$ cat src/rtl/division_apply_pkg.sv
// Shared types and helpers for the sequential element-wise divide block.
// Optional feature macro used by the block: DIVAPPLY_REM_EN (remainder output).
package division_apply_pkg;

    typedef enum logic [1:0] {
        StIdle,
        StIter,
        StFix,
        StDone
    } state_e;

    typedef struct packed {
        logic is_signed;
        logic rem;
    } mode_t;

    // Width of a length field that can count 0..lanes inclusive.
    function automatic int unsigned len_w(int unsigned lanes);
        return $clog2(lanes + 1);
    endfunction

    // Most negative two's-complement value of the given width, zero-extended to 64 bits.
    function automatic logic [63:0] min_val(int unsigned w);
        return 64'd1 << (w - 1);
    endfunction

endpackage

$ cat src/rtl/division_apply_seq_if.sv
// Beat-level handshake bundle for division_apply_seq (input beat, result beat, flush).
interface division_apply_seq_if
    import division_apply_pkg::*;
#(
    parameter int unsigned DATA_W = 32,
    parameter int unsigned LANES  = 8,
    parameter int unsigned LEN_W  = len_w(LANES)
) ();

    logic                    flush;
    logic                    in_valid;
    logic                    in_ready;
    logic [LEN_W-1:0]        in_len;
    logic                    in_signed;
    logic                    in_rem;
    logic [LANES*DATA_W-1:0] in_dvd;
    logic [LANES*DATA_W-1:0] in_dvs;
    logic                    out_valid;
    logic                    out_ready;
    logic [LANES*DATA_W-1:0] out_res;
    logic [LANES-1:0]        out_div0;

    modport master (
        output flush, in_valid, in_len, in_signed, in_rem, in_dvd, in_dvs, out_ready,
        input  in_ready, out_valid, out_res, out_div0
    );

    modport slave (
        input  flush, in_valid, in_len, in_signed, in_rem, in_dvd, in_dvs, out_ready,
        output in_ready, out_valid, out_res, out_div0
    );

endinterface

$ cat src/rtl/div_lane_step.sv
// One combinational radix-2 restoring division step for a single lane.
module div_lane_step #(
    parameter int unsigned DATA_W = 32
) (
    input  logic [DATA_W:0]   rem_i,
    input  logic [DATA_W-1:0] quo_i,
    input  logic [DATA_W-1:0] dvs_i,
    output logic [DATA_W:0]   rem_o,
    output logic [DATA_W-1:0] quo_o
);

    logic [DATA_W:0] shifted;
    logic [DATA_W:0] diff;
    // The partial remainder always stays below the divisor, so its MSB never feeds the shift.
    logic            unused_rem_msb;

    assign unused_rem_msb = rem_i[DATA_W];

    // Shift {rem, quo} left, trial-subtract the divisor, keep the difference if non-negative.
    always_comb begin
        shifted = {rem_i[DATA_W-1:0], quo_i[DATA_W-1]};
        diff    = shifted - {1'b0, dvs_i};
        if (!diff[DATA_W]) begin
            rem_o = diff;
            quo_o = {quo_i[DATA_W-2:0], 1'b1};
        end else begin
            rem_o = shifted;
            quo_o = {quo_i[DATA_W-2:0], 1'b0};
        end
    end

endmodule

$ cat src/rtl/division_apply_seq.sv
// Multi-cycle element-wise divider: one beat of LANES pairs, shared restoring iteration.
// Optional feature: define DIVAPPLY_REM_EN to honour in_rem and return signed remainders.
module division_apply_seq
    import division_apply_pkg::*;
#(
    parameter int unsigned DATA_W = 32,
    parameter int unsigned LANES  = 8,
    parameter int unsigned LEN_W  = len_w(LANES)
) (
    input logic                clk,
    input logic                rst_n,
    division_apply_seq_if.slave bus
);

    localparam int unsigned      CntW   = $clog2(DATA_W);
    localparam logic [DATA_W-1:0] MinVal = DATA_W'(min_val(DATA_W));

    state_e            state_q, state_d;
    logic [CntW-1:0]   cnt_q, cnt_d;
    logic              accept;
    logic [LEN_W-1:0]  len_s;

    mode_t             mode_q, mode_in;
    logic [LANES-1:0]  mask_q, mask_in;
    logic [LANES-1:0]  qneg_q, qneg_in;
    logic [LANES-1:0]  rneg_q, rneg_in;
    logic [LANES-1:0]  zero_q, zero_in;
    logic [LANES-1:0]  ovf_q, ovf_in;

    logic [DATA_W-1:0] dvd_q   [LANES];
    logic [DATA_W-1:0] dvs_q   [LANES];
    logic [DATA_W-1:0] quo_q   [LANES];
    logic [DATA_W:0]   rem_q   [LANES];
    logic [DATA_W-1:0] dvd_in  [LANES];
    logic [DATA_W-1:0] dvda_in [LANES];
    logic [DATA_W-1:0] dvsa_in [LANES];
    logic [DATA_W-1:0] quo_nxt [LANES];
    logic [DATA_W:0]   rem_nxt [LANES];

    logic [LANES*DATA_W-1:0] res_q, fix_res;
    logic [LANES-1:0]        div0_q, fix_div0;

    assign len_s  = bus.in_len;
    assign accept = (state_q == StIdle) && bus.in_valid && !bus.flush;

    assign bus.in_ready  = (state_q == StIdle);
    assign bus.out_valid = (state_q == StDone);
    assign bus.out_res   = res_q;
    assign bus.out_div0  = div0_q;

    // State and iteration counter registers.
    always_ff @(posedge clk or negedge rst_n) begin
        if (!rst_n) begin
            state_q <= StIdle;
            cnt_q   <= '0;
        end else begin
            state_q <= state_d;
            cnt_q   <= cnt_d;
        end
    end

    // Next-state logic; flush wins over every other input.
    always_comb begin
        state_d = state_q;
        cnt_d   = cnt_q;
        if (bus.flush) begin
            state_d = StIdle;
        end else begin
            unique case (state_q)
                StIdle: begin
                    if (bus.in_valid) begin
                        state_d = StIter;
                        cnt_d   = CntW'(DATA_W - 1);
                    end
                end
                StIter: begin
                    if (cnt_q == '0) state_d = StFix;
                    else             cnt_d   = cnt_q - 1'b1;
                end
                StFix:  state_d = StDone;
                StDone: if (bus.out_ready) state_d = StIdle;
                default: state_d = StIdle;
            endcase
        end
    end

    // Accept-time decode: operand magnitudes, result signs and special-case flags per lane.
    always_comb begin
        mode_in.is_signed = bus.in_signed;
`ifdef DIVAPPLY_REM_EN
        mode_in.rem = bus.in_rem;
`else
        mode_in.rem = 1'b0;
`endif
        mask_in = '0;
        qneg_in = '0;
        rneg_in = '0;
        zero_in = '0;
        ovf_in  = '0;
        for (int i = 0; i < LANES; i++) begin
            logic [DATA_W-1:0] dvs_raw;
            logic              dvd_neg, dvs_neg;
            dvd_in[i]  = bus.in_dvd[i*DATA_W +: DATA_W];
            dvs_raw    = bus.in_dvs[i*DATA_W +: DATA_W];
            dvd_neg    = bus.in_signed & dvd_in[i][DATA_W-1];
            dvs_neg    = bus.in_signed & dvs_raw[DATA_W-1];
            dvda_in[i] = dvd_neg ? -dvd_in[i] : dvd_in[i];
            dvsa_in[i] = dvs_neg ? -dvs_raw : dvs_raw;
            qneg_in[i] = dvd_neg ^ dvs_neg;
            rneg_in[i] = dvd_neg;
            // Lengths above LANES naturally enable every lane here.
            mask_in[i] = (int'(len_s) > i);
            zero_in[i] = (dvs_raw == '0);
            ovf_in[i]  = bus.in_signed && (dvd_in[i] == MinVal) && (dvs_raw == '1);
        end
    end

    for (genvar g = 0; g < LANES; g++) begin : g_lane
        div_lane_step #(
            .DATA_W (DATA_W)
        ) u_step (
            .rem_i (rem_q[g]),
            .quo_i (quo_q[g]),
            .dvs_i (dvs_q[g]),
            .rem_o (rem_nxt[g]),
            .quo_o (quo_nxt[g])
        );
    end

    // Sign fix-up and special-case override, consumed on the FIX cycle.
    always_comb begin
        fix_res  = '0;
        fix_div0 = '0;
        for (int i = 0; i < LANES; i++) begin
            logic [DATA_W-1:0] q;
            q = qneg_q[i] ? -quo_q[i] : quo_q[i];
            if (zero_q[i])     q = '1;
            else if (ovf_q[i]) q = MinVal;
`ifdef DIVAPPLY_REM_EN
            begin
                logic [DATA_W-1:0] r;
                r = rneg_q[i] ? -rem_q[i][DATA_W-1:0] : rem_q[i][DATA_W-1:0];
                if (zero_q[i])     r = dvd_q[i];
                else if (ovf_q[i]) r = '0;
                if (mode_q.rem) q = r;
            end
`endif
            if (mask_q[i]) begin
                fix_res[i*DATA_W +: DATA_W] = q;
                fix_div0[i]                 = zero_q[i];
            end else begin
                fix_res[i*DATA_W +: DATA_W] = dvd_q[i];
            end
        end
    end

`ifndef DIVAPPLY_REM_EN
    // Remainder is only needed inside the iteration when the remainder feature is off.
    logic unused_rem_mode;
    assign unused_rem_mode = bus.in_rem ^ mode_q.rem ^ (^rneg_q);
`endif

    // Operand capture on accept, iteration during ITER, result capture on FIX.
    always_ff @(posedge clk or negedge rst_n) begin
        if (!rst_n) begin
            mode_q <= '0;
            mask_q <= '0;
            qneg_q <= '0;
            rneg_q <= '0;
            zero_q <= '0;
            ovf_q  <= '0;
            res_q  <= '0;
            div0_q <= '0;
            for (int i = 0; i < LANES; i++) begin
                dvd_q[i] <= '0;
                dvs_q[i] <= '0;
                quo_q[i] <= '0;
                rem_q[i] <= '0;
            end
        end else begin
            if (accept) begin
                mode_q <= mode_in;
                mask_q <= mask_in;
                qneg_q <= qneg_in;
                rneg_q <= rneg_in;
                zero_q <= zero_in;
                ovf_q  <= ovf_in;
                for (int i = 0; i < LANES; i++) begin
                    dvd_q[i] <= dvd_in[i];
                    dvs_q[i] <= dvsa_in[i];
                    quo_q[i] <= dvda_in[i];
                    rem_q[i] <= '0;
                end
            end else if (state_q == StIter && !bus.flush) begin
                for (int i = 0; i < LANES; i++) begin
                    quo_q[i] <= quo_nxt[i];
                    rem_q[i] <= rem_nxt[i];
                end
            end
            if (state_q == StFix && !bus.flush) begin
                res_q  <= fix_res;
                div0_q <= fix_div0;
            end
        end
    end

endmodule

$ cat src/flat_wrapper.sv
// flat-port wrapper written by rule: the top's interface ports become plain ports
module division_apply_seq_flat import division_apply_pkg::*;
#(
    parameter int unsigned DATA_W = 32,
    parameter int unsigned LANES  = 8,
    parameter int unsigned LEN_W  = len_w(LANES)
)
  (clk, rst_n, bus_flush, bus_in_valid, bus_in_len, bus_in_signed, bus_in_rem, bus_in_dvd, bus_in_dvs, bus_out_ready, bus_in_ready, bus_out_valid, bus_out_res, bus_out_div0);
  division_apply_seq_if #(.DATA_W(DATA_W), .LANES(LANES), .LEN_W(LEN_W)) bus_i ();
  input logic clk;
  input logic rst_n;
  input wire logic [$bits(bus_i.flush)-1:0] bus_flush;
  input wire logic [$bits(bus_i.in_valid)-1:0] bus_in_valid;
  input wire logic [$bits(bus_i.in_len)-1:0] bus_in_len;
  input wire logic [$bits(bus_i.in_signed)-1:0] bus_in_signed;
  input wire logic [$bits(bus_i.in_rem)-1:0] bus_in_rem;
  input wire logic [$bits(bus_i.in_dvd)-1:0] bus_in_dvd;
  input wire logic [$bits(bus_i.in_dvs)-1:0] bus_in_dvs;
  input wire logic [$bits(bus_i.out_ready)-1:0] bus_out_ready;
  output wire logic [$bits(bus_i.in_ready)-1:0] bus_in_ready;
  output wire logic [$bits(bus_i.out_valid)-1:0] bus_out_valid;
  output wire logic [$bits(bus_i.out_res)-1:0] bus_out_res;
  output wire logic [$bits(bus_i.out_div0)-1:0] bus_out_div0;
  assign bus_i.flush = bus_flush;
  assign bus_i.in_valid = bus_in_valid;
  assign bus_i.in_len = bus_in_len;
  assign bus_i.in_signed = bus_in_signed;
  assign bus_i.in_rem = bus_in_rem;
  assign bus_i.in_dvd = bus_in_dvd;
  assign bus_i.in_dvs = bus_in_dvs;
  assign bus_i.out_ready = bus_out_ready;
  assign bus_in_ready = bus_i.in_ready;
  assign bus_out_valid = bus_i.out_valid;
  assign bus_out_res = bus_i.out_res;
  assign bus_out_div0 = bus_i.out_div0;
  division_apply_seq #(.DATA_W(DATA_W), .LANES(LANES), .LEN_W(LEN_W)) u_core (.clk(clk), .rst_n(rst_n), .bus(bus_i));
endmodule
$ cat config.mk
export PLATFORM = sky130hd
export DESIGN_NAME = division_apply_seq_flat
export DESIGN_NICKNAME = d
export VERILOG_FILES = /design/src/rtl/division_apply_pkg.sv /design/src/rtl/division_apply_seq_if.sv /design/src/rtl/div_lane_step.sv /design/src/rtl/division_apply_seq.sv /design/src/flat_wrapper.sv
export SDC_FILE = /design/constraint.sdc
export NUM_CORES = 2
export LEC_CHECK = 0
export ABC_AREA = 0
export CORE_ASPECT_RATIO = 1.1
export CORE_MARGIN = 8
export CORE_UTILIZATION = 47
export DETAILED_ROUTE_END_ITERATION = 10
export HOLD_SLACK_MARGIN = 0.12
export PLACE_DENSITY = 0.73
export SLEW_MARGIN = 20
export SYNTH_ARGS = -nofsm -noshare
export SYNTH_HDL_FRONTEND = slang
export SYNTH_HIERARCHICAL = 1
export SYNTH_SLANG_ARGS = --single-unit
$ cat constraint.sdc
create_clock -name clk -period 5.7 [get_ports clk]
set_input_delay 1.14 -clock clk [delete_from_list [all_inputs] [get_ports clk]]
set_output_delay 1.14 -clock clk [all_outputs]
set_load 0.02 [all_outputs]
# ---- After elaboration in Yosys (flattened, before gate mapping)
# Index checks and enable logic that the tools add are counted.
dict set report totals {
  ff_bits 1327
  in_bits 523
  output_inout_bits 266
  elab_cells 249
}
dict set report op_classes {
  n_addsub 33
  n_lt_le_gt_ge 8
  n_eq_ne 24
  mux 84
  n_bitwise 25
  reduce_logical 35
}
# operator n
set op_table {}
lappend op_table {{2-to-1 mux 32 bit} 49}
lappend op_table {{negator 32 bit} 24}
lappend op_table {{2-to-1 mux 263 bit} 2}
lappend op_table {{== test 32 bit, second input constant} 16}
lappend op_table {{2-to-1 mux 256 bit} 2}
lappend op_table {{subtractor 33 x 32 -> 33 bit} 8}
lappend op_table {{logical NOT 32 bit} 8}
lappend op_table {{2-to-1 mux 33 bit} 7}
lappend op_table {{logical AND 1 bit} 20}
lappend op_table {{bitwise AND 1 bit} 16}
lappend op_table {{> comparator 4 x 3 -> 1 bit, second input constant} 4}
lappend op_table {{2-to-1 mux 1 bit} 16}
lappend op_table {{2-to-1 mux 5 bit} 2}
lappend op_table {{case mux 5 bit (2 select lines)} 1}
lappend op_table {{> comparator 4 x 1 -> 1 bit, second input constant} 2}
lappend op_table {{> comparator 4 x 2 -> 1 bit, second input constant} 2}
lappend op_table {{2-to-1 mux 2 bit} 4}
lappend op_table {{case mux 2 bit (4 select lines)} 1}
lappend op_table {{bitwise XOR 1 bit} 8}
lappend op_table {{inequality test 3 bit, second input constant} 2}
lappend op_table {{logical NOT 5 bit} 1}
lappend op_table {{subtractor 5 x 1 -> 5 bit, second input constant} 1}
lappend op_table {{== test 2 bit, second input constant} 2}
lappend op_table {{inequality test 2 bit, second input constant} 2}
lappend op_table {{other kinds (8)} 9}

# ---- Logic depth before layout (Yosys ltp)
dict set report logic_depth {
  depth_word 5
  depth_mapped 18
  depth_no_buf 17
}

# ---- Cells and area by module
# The synthesis kept the hierarchy.
# module instances cells_each area_each_um2 seq_area_each_um2
set by_module_without_submodules {}
lappend by_module_without_submodules {division_apply_seq 1 7782 68906.1 33407.0}
lappend by_module_without_submodules {div_lane_step 8 387 2693.8 0.0}

# ---- Worst setup path before layout
# OpenSTA, ideal clock, no wires.
dict set report synth_path {
  kind {flip-flop to flip-flop}
  start {register u_core/quo_q[127] in the netlist's numbering}
  end {register u_core/rem_q[101] in the netlist's numbering}
  setup_ns 0.121
  arrival_time_ns 3.640
  t_required_ns 5.579
  slack_ns 1.939
  stages_incl_launch_ff 16
  n_path_buf 2
  period_less_slack_ns 3.761
  cell_sequence {dfrtp_1 > inv_1 > ha_1 > fa_1 > or2b_1 > a21oi_2 > o21bai_4 > a21oi_2 > o2111ai_1 > a311o_1 > o211ai_1 > ha_1 > clkbuf_1 > clkbuf_1 > mux2_2 > a22o_1}
}
# item line
set synth_lines {}
lappend synth_lines {{from (decl)} division_apply_seq.sv:32} ;# logic [DATA_W-1:0] quo_q [LANES];
lappend synth_lines {{from (signal, indexed assignment)} division_apply_seq.sv:191} ;# quo_q[i] <= dvda_in[i];
lappend synth_lines {{from (signal, indexed assignment)} division_apply_seq.sv:196} ;# quo_q[i] <= quo_nxt[i];
lappend synth_lines {{to (signal, indexed assignment)} division_apply_seq.sv:197} ;# rem_q[i] <= rem_nxt[i];
lappend synth_lines {{to (decl)} division_apply_seq.sv:33} ;# logic [DATA_W:0] rem_q [LANES];

==> impl_metrics.yaml <==
status:
  outcome: "complete, no violations"
timing:
  min_period_ns: 4.74
  relSlewSlack: 0.222
  timing.final.crit_share: 0.832
  hold_ws_ns: 0.304
  max_freq_ghz: 0.211
  setup_viol: 0
  setup-tns-final_ns: 0
  hold_viol: 0
  rsz0062_at_grt: "false"
  tightest_slew_ns: 1.16
  drv_slew: 0
  skew_ns: 0.0519
power_and_ir_drop:
  clock_power_share: 0.174
  finalPower_w: 0.0608
  p_seq_frac: 0.291
  p_switching_w: 0.0282
  p_leak_nw: 44.4
  p_per_area_mw_per_mm2: 584
  ir_drop_v: 0.000403
  p_int_w: 0.0327
  pwr-share-comb: 0.536
  swShare: 0.463
clock_network:
  numCtsBuffers: 154
  cts_tree: "built"
  cts_setup_buffers: 0
  root_buffer: "clkbuf_16"
  clock_latency_ns: 0.83
  htreeDepth: 4
  clk_pin_slew_ns: 0.06
  cts_resized: 0
  cts.path.max_buffers: 3
  cts_hold_buf: 0
  cts_num_sinks: 1327
floorplanning:
  die-area_sq_mm: 0.206
  num_rows: 168
  fp.dieH_um: 475
  fp.coreArea_sq_mm: 0.191
  fp.dieW_um: 434
  initial_core_util: 0.473
  pin_count: 789
final_layout:
  utilization: 0.546
  fillerInstances: 17400
  area_growth_pct: 15.4
  drive_gt1_frac: 0.0666
  num-nets-final: 11900
placement:
  io_buffers: 787
  gp_congestion: 0.967
  hpwlAfterDp_mm: 239
routing:
  antenna_left: 0
  drtPass1Iterations: 6
  drc_errors: 0
  wl_per_cell_um: 24.1
  vias_per_cell: 6.23
  routed_wl_mm: 332
  vias: 85900
  first_iter_violations: 9809
synthesis:
  post_synth_inst_count: 10900
  syn_nets: 11700
  avgSynthCellArea_sq_um: 8.31
  syn_area_sq_mm: 0.0902
  yosys_warnings: 6
critical_path:
  worstPathArrival_ns: 5.49
  cp_max_fo: 18
  worst-endpoint-required_ns: 6.45
  start_kind: "flip-flop"
  setup.worst_path.class: "reg -> reg"
  reg2regPathDepth: 17
  endpoint_kind: "flip-flop"
grt:
  antenna_found_initial: 71
  track_usage: 0.308
  grt_start_max_net_pins: 185
  grt_pass1_vias: 83400
  grtUsageMet3: 0.0751
  use_met2: 0.467
  use_met1: 0.414
  grt_first_pass_wirelength_mm: 504
  grt-busiest-layer: "met2"
  overflow: 0
min_path:
  hp-class: "in -> async"
flow_run:
  cap_violations: 0
==> power groups by stage <==
stage | registers, W | clock network, W | logic [W]
2_1_floorplan | 0.0172 | 0 | 0.0231
3_3_place_gp | 0.0174 | 0 | 0.0313
3_5_place_dp | 0.0176 | 0 | 0.0320
4_1_cts | 0.0175 | 0.0107 | 0.0322
5_1_grt | 0.0182 | 0.0111 | 0.0356
6_report | 0.0177 | 0.0106 | 0.0326
==> layout by cell type, fill, tap and decap left out, drive strengths merged, types with 37 or more instances in the layout <==
master	instances
a211oi	75
o21a	75
nand2	2037
buf	142
nor4	95
nand3	146
nand4	160
nand2b	90
mux2i	41
clkbuf	215
nor2	532
o21ai	785
xnor2	341
and3	69
nor3	205
inv	395
o22ai	137
mux2	121
clkdlybuf4s50	784
ha	302
dfrtp	1327
nor2b	67
o311ai	38
o211ai	84
a21o	99
or4	105
a22o	185
a31oi	113
a21oi	955
and2	61
o221ai	172
or3	98
o41ai	76
o31ai	165
diode	51
clkinv	37
a221oi	55
xor2	462
==> final timing paths <==
| kind | from | end | slack, ns |
|---|---|---|---|
| max in group asynchronous | rst_n | u_core/qneg_q[5]$_DFFE_PN0P_ | 3.97 |
| min in group clk | u_core/dvd_q[159]$_DFFE_PN0P_ | u_core/dvd_q[159]$_DFFE_PN0P_ | 0.47 |
| worst min register to register | u_core/dvd_q[159]$_DFFE_PN0P_ | u_core/dvd_q[159]$_DFFE_PN0P_ | 0.47 |
| worst min-delay path | rst_n | u_core/rem_q[246]$_DFFE_PN0P_ | 0.30 |
| worst max register to register | u_core/quo_q[127]$_DFFE_PN0P_ | u_core/rem_q[129]$_DFFE_PN0P_ | 0.96 |
| worst max-delay path | u_core/quo_q[127]$_DFFE_PN0P_ | u_core/rem_q[129]$_DFFE_PN0P_ | 0.96 |
==> cell type report <==
| class | count | area [sq um] | area share |
|---|---|---|---|
| multi-input cells | 8266 | 51300 | 0.493 |
| flip-flops and latches | 1327 | 33200 | 0.319 |
| repair buffers | 926 | 9380 | 0.0901 |
| clock buffers | 215 | 4500 | 0.0432 |
| well taps | 2550 | 3190 | 0.0306 |
| inverters | 392 | 1470 | 0.0141 |
| clock inverters | 56 | 877 | 0.00843 |
| diodes | 51 | 128 | 0.00123 |
==> sequential cells by signal (all words and copies together), names as in the netlist <==
| name | cells |
|---|---|
| u_core/dvd_q | 256 |
| u_core/qneg_q | 8 |
| u_core/quo_q | 256 |
| u_core/bus.out_div0 | 8 |
| u_core/mask_q | 8 |
| u_core/state_q | 2 |
| u_core/dvs_q | 256 |
| u_core/zero_q | 8 |
| u_core/ovf_q | 8 |
| u_core/cnt_q | 5 |
| u_core/rem_q | 256 |
| u_core/bus.out_res | 256 |
==> metrics by stage <==
stage | area, sq um | worst slack (ns) | cells
2_1_floorplan | 90200 | 1.94 | 10900
3_3_place_gp | 98600 | 1.15 | 13500
3_5_place_dp | 98600 | 1.12 | 13500
4_1_cts | 104000 | 1.08 | 13700
5_1_grt | 104000 | 0.822 | 13800
6_report | 104000 | 0.957 | 13800
==> layer usage <==
layer / part of all wire / vias to the layer above
met5: 0.00063 / -
met2: 0.44 / 4158
met3: 0.095 / 720
met4: 0.050 / 34
li1: - / 39000
met1: 0.42 / 42000
==> worst max-delay path, cell delays in order (launching register included) <==
cell	delay (ns)
dfrtp_1	0.56
inv_1	0.09
ha_1	0.23
fa_1	0.43
or2b_1	0.27
a21oi_2	0.23
o21bai_4	0.13
a21oi_2	0.25
o2111ai_1	0.26
a311o_1	0.34
o211ai_1	0.09
ha_1	0.69
buf_4	0.30
nand2_1	0.06
or4_1	0.40
nand4b_1	0.13
nand2_1	0.06
a21oi_1	0.15
Note: power is estimated with default switching activity, not from simulation.
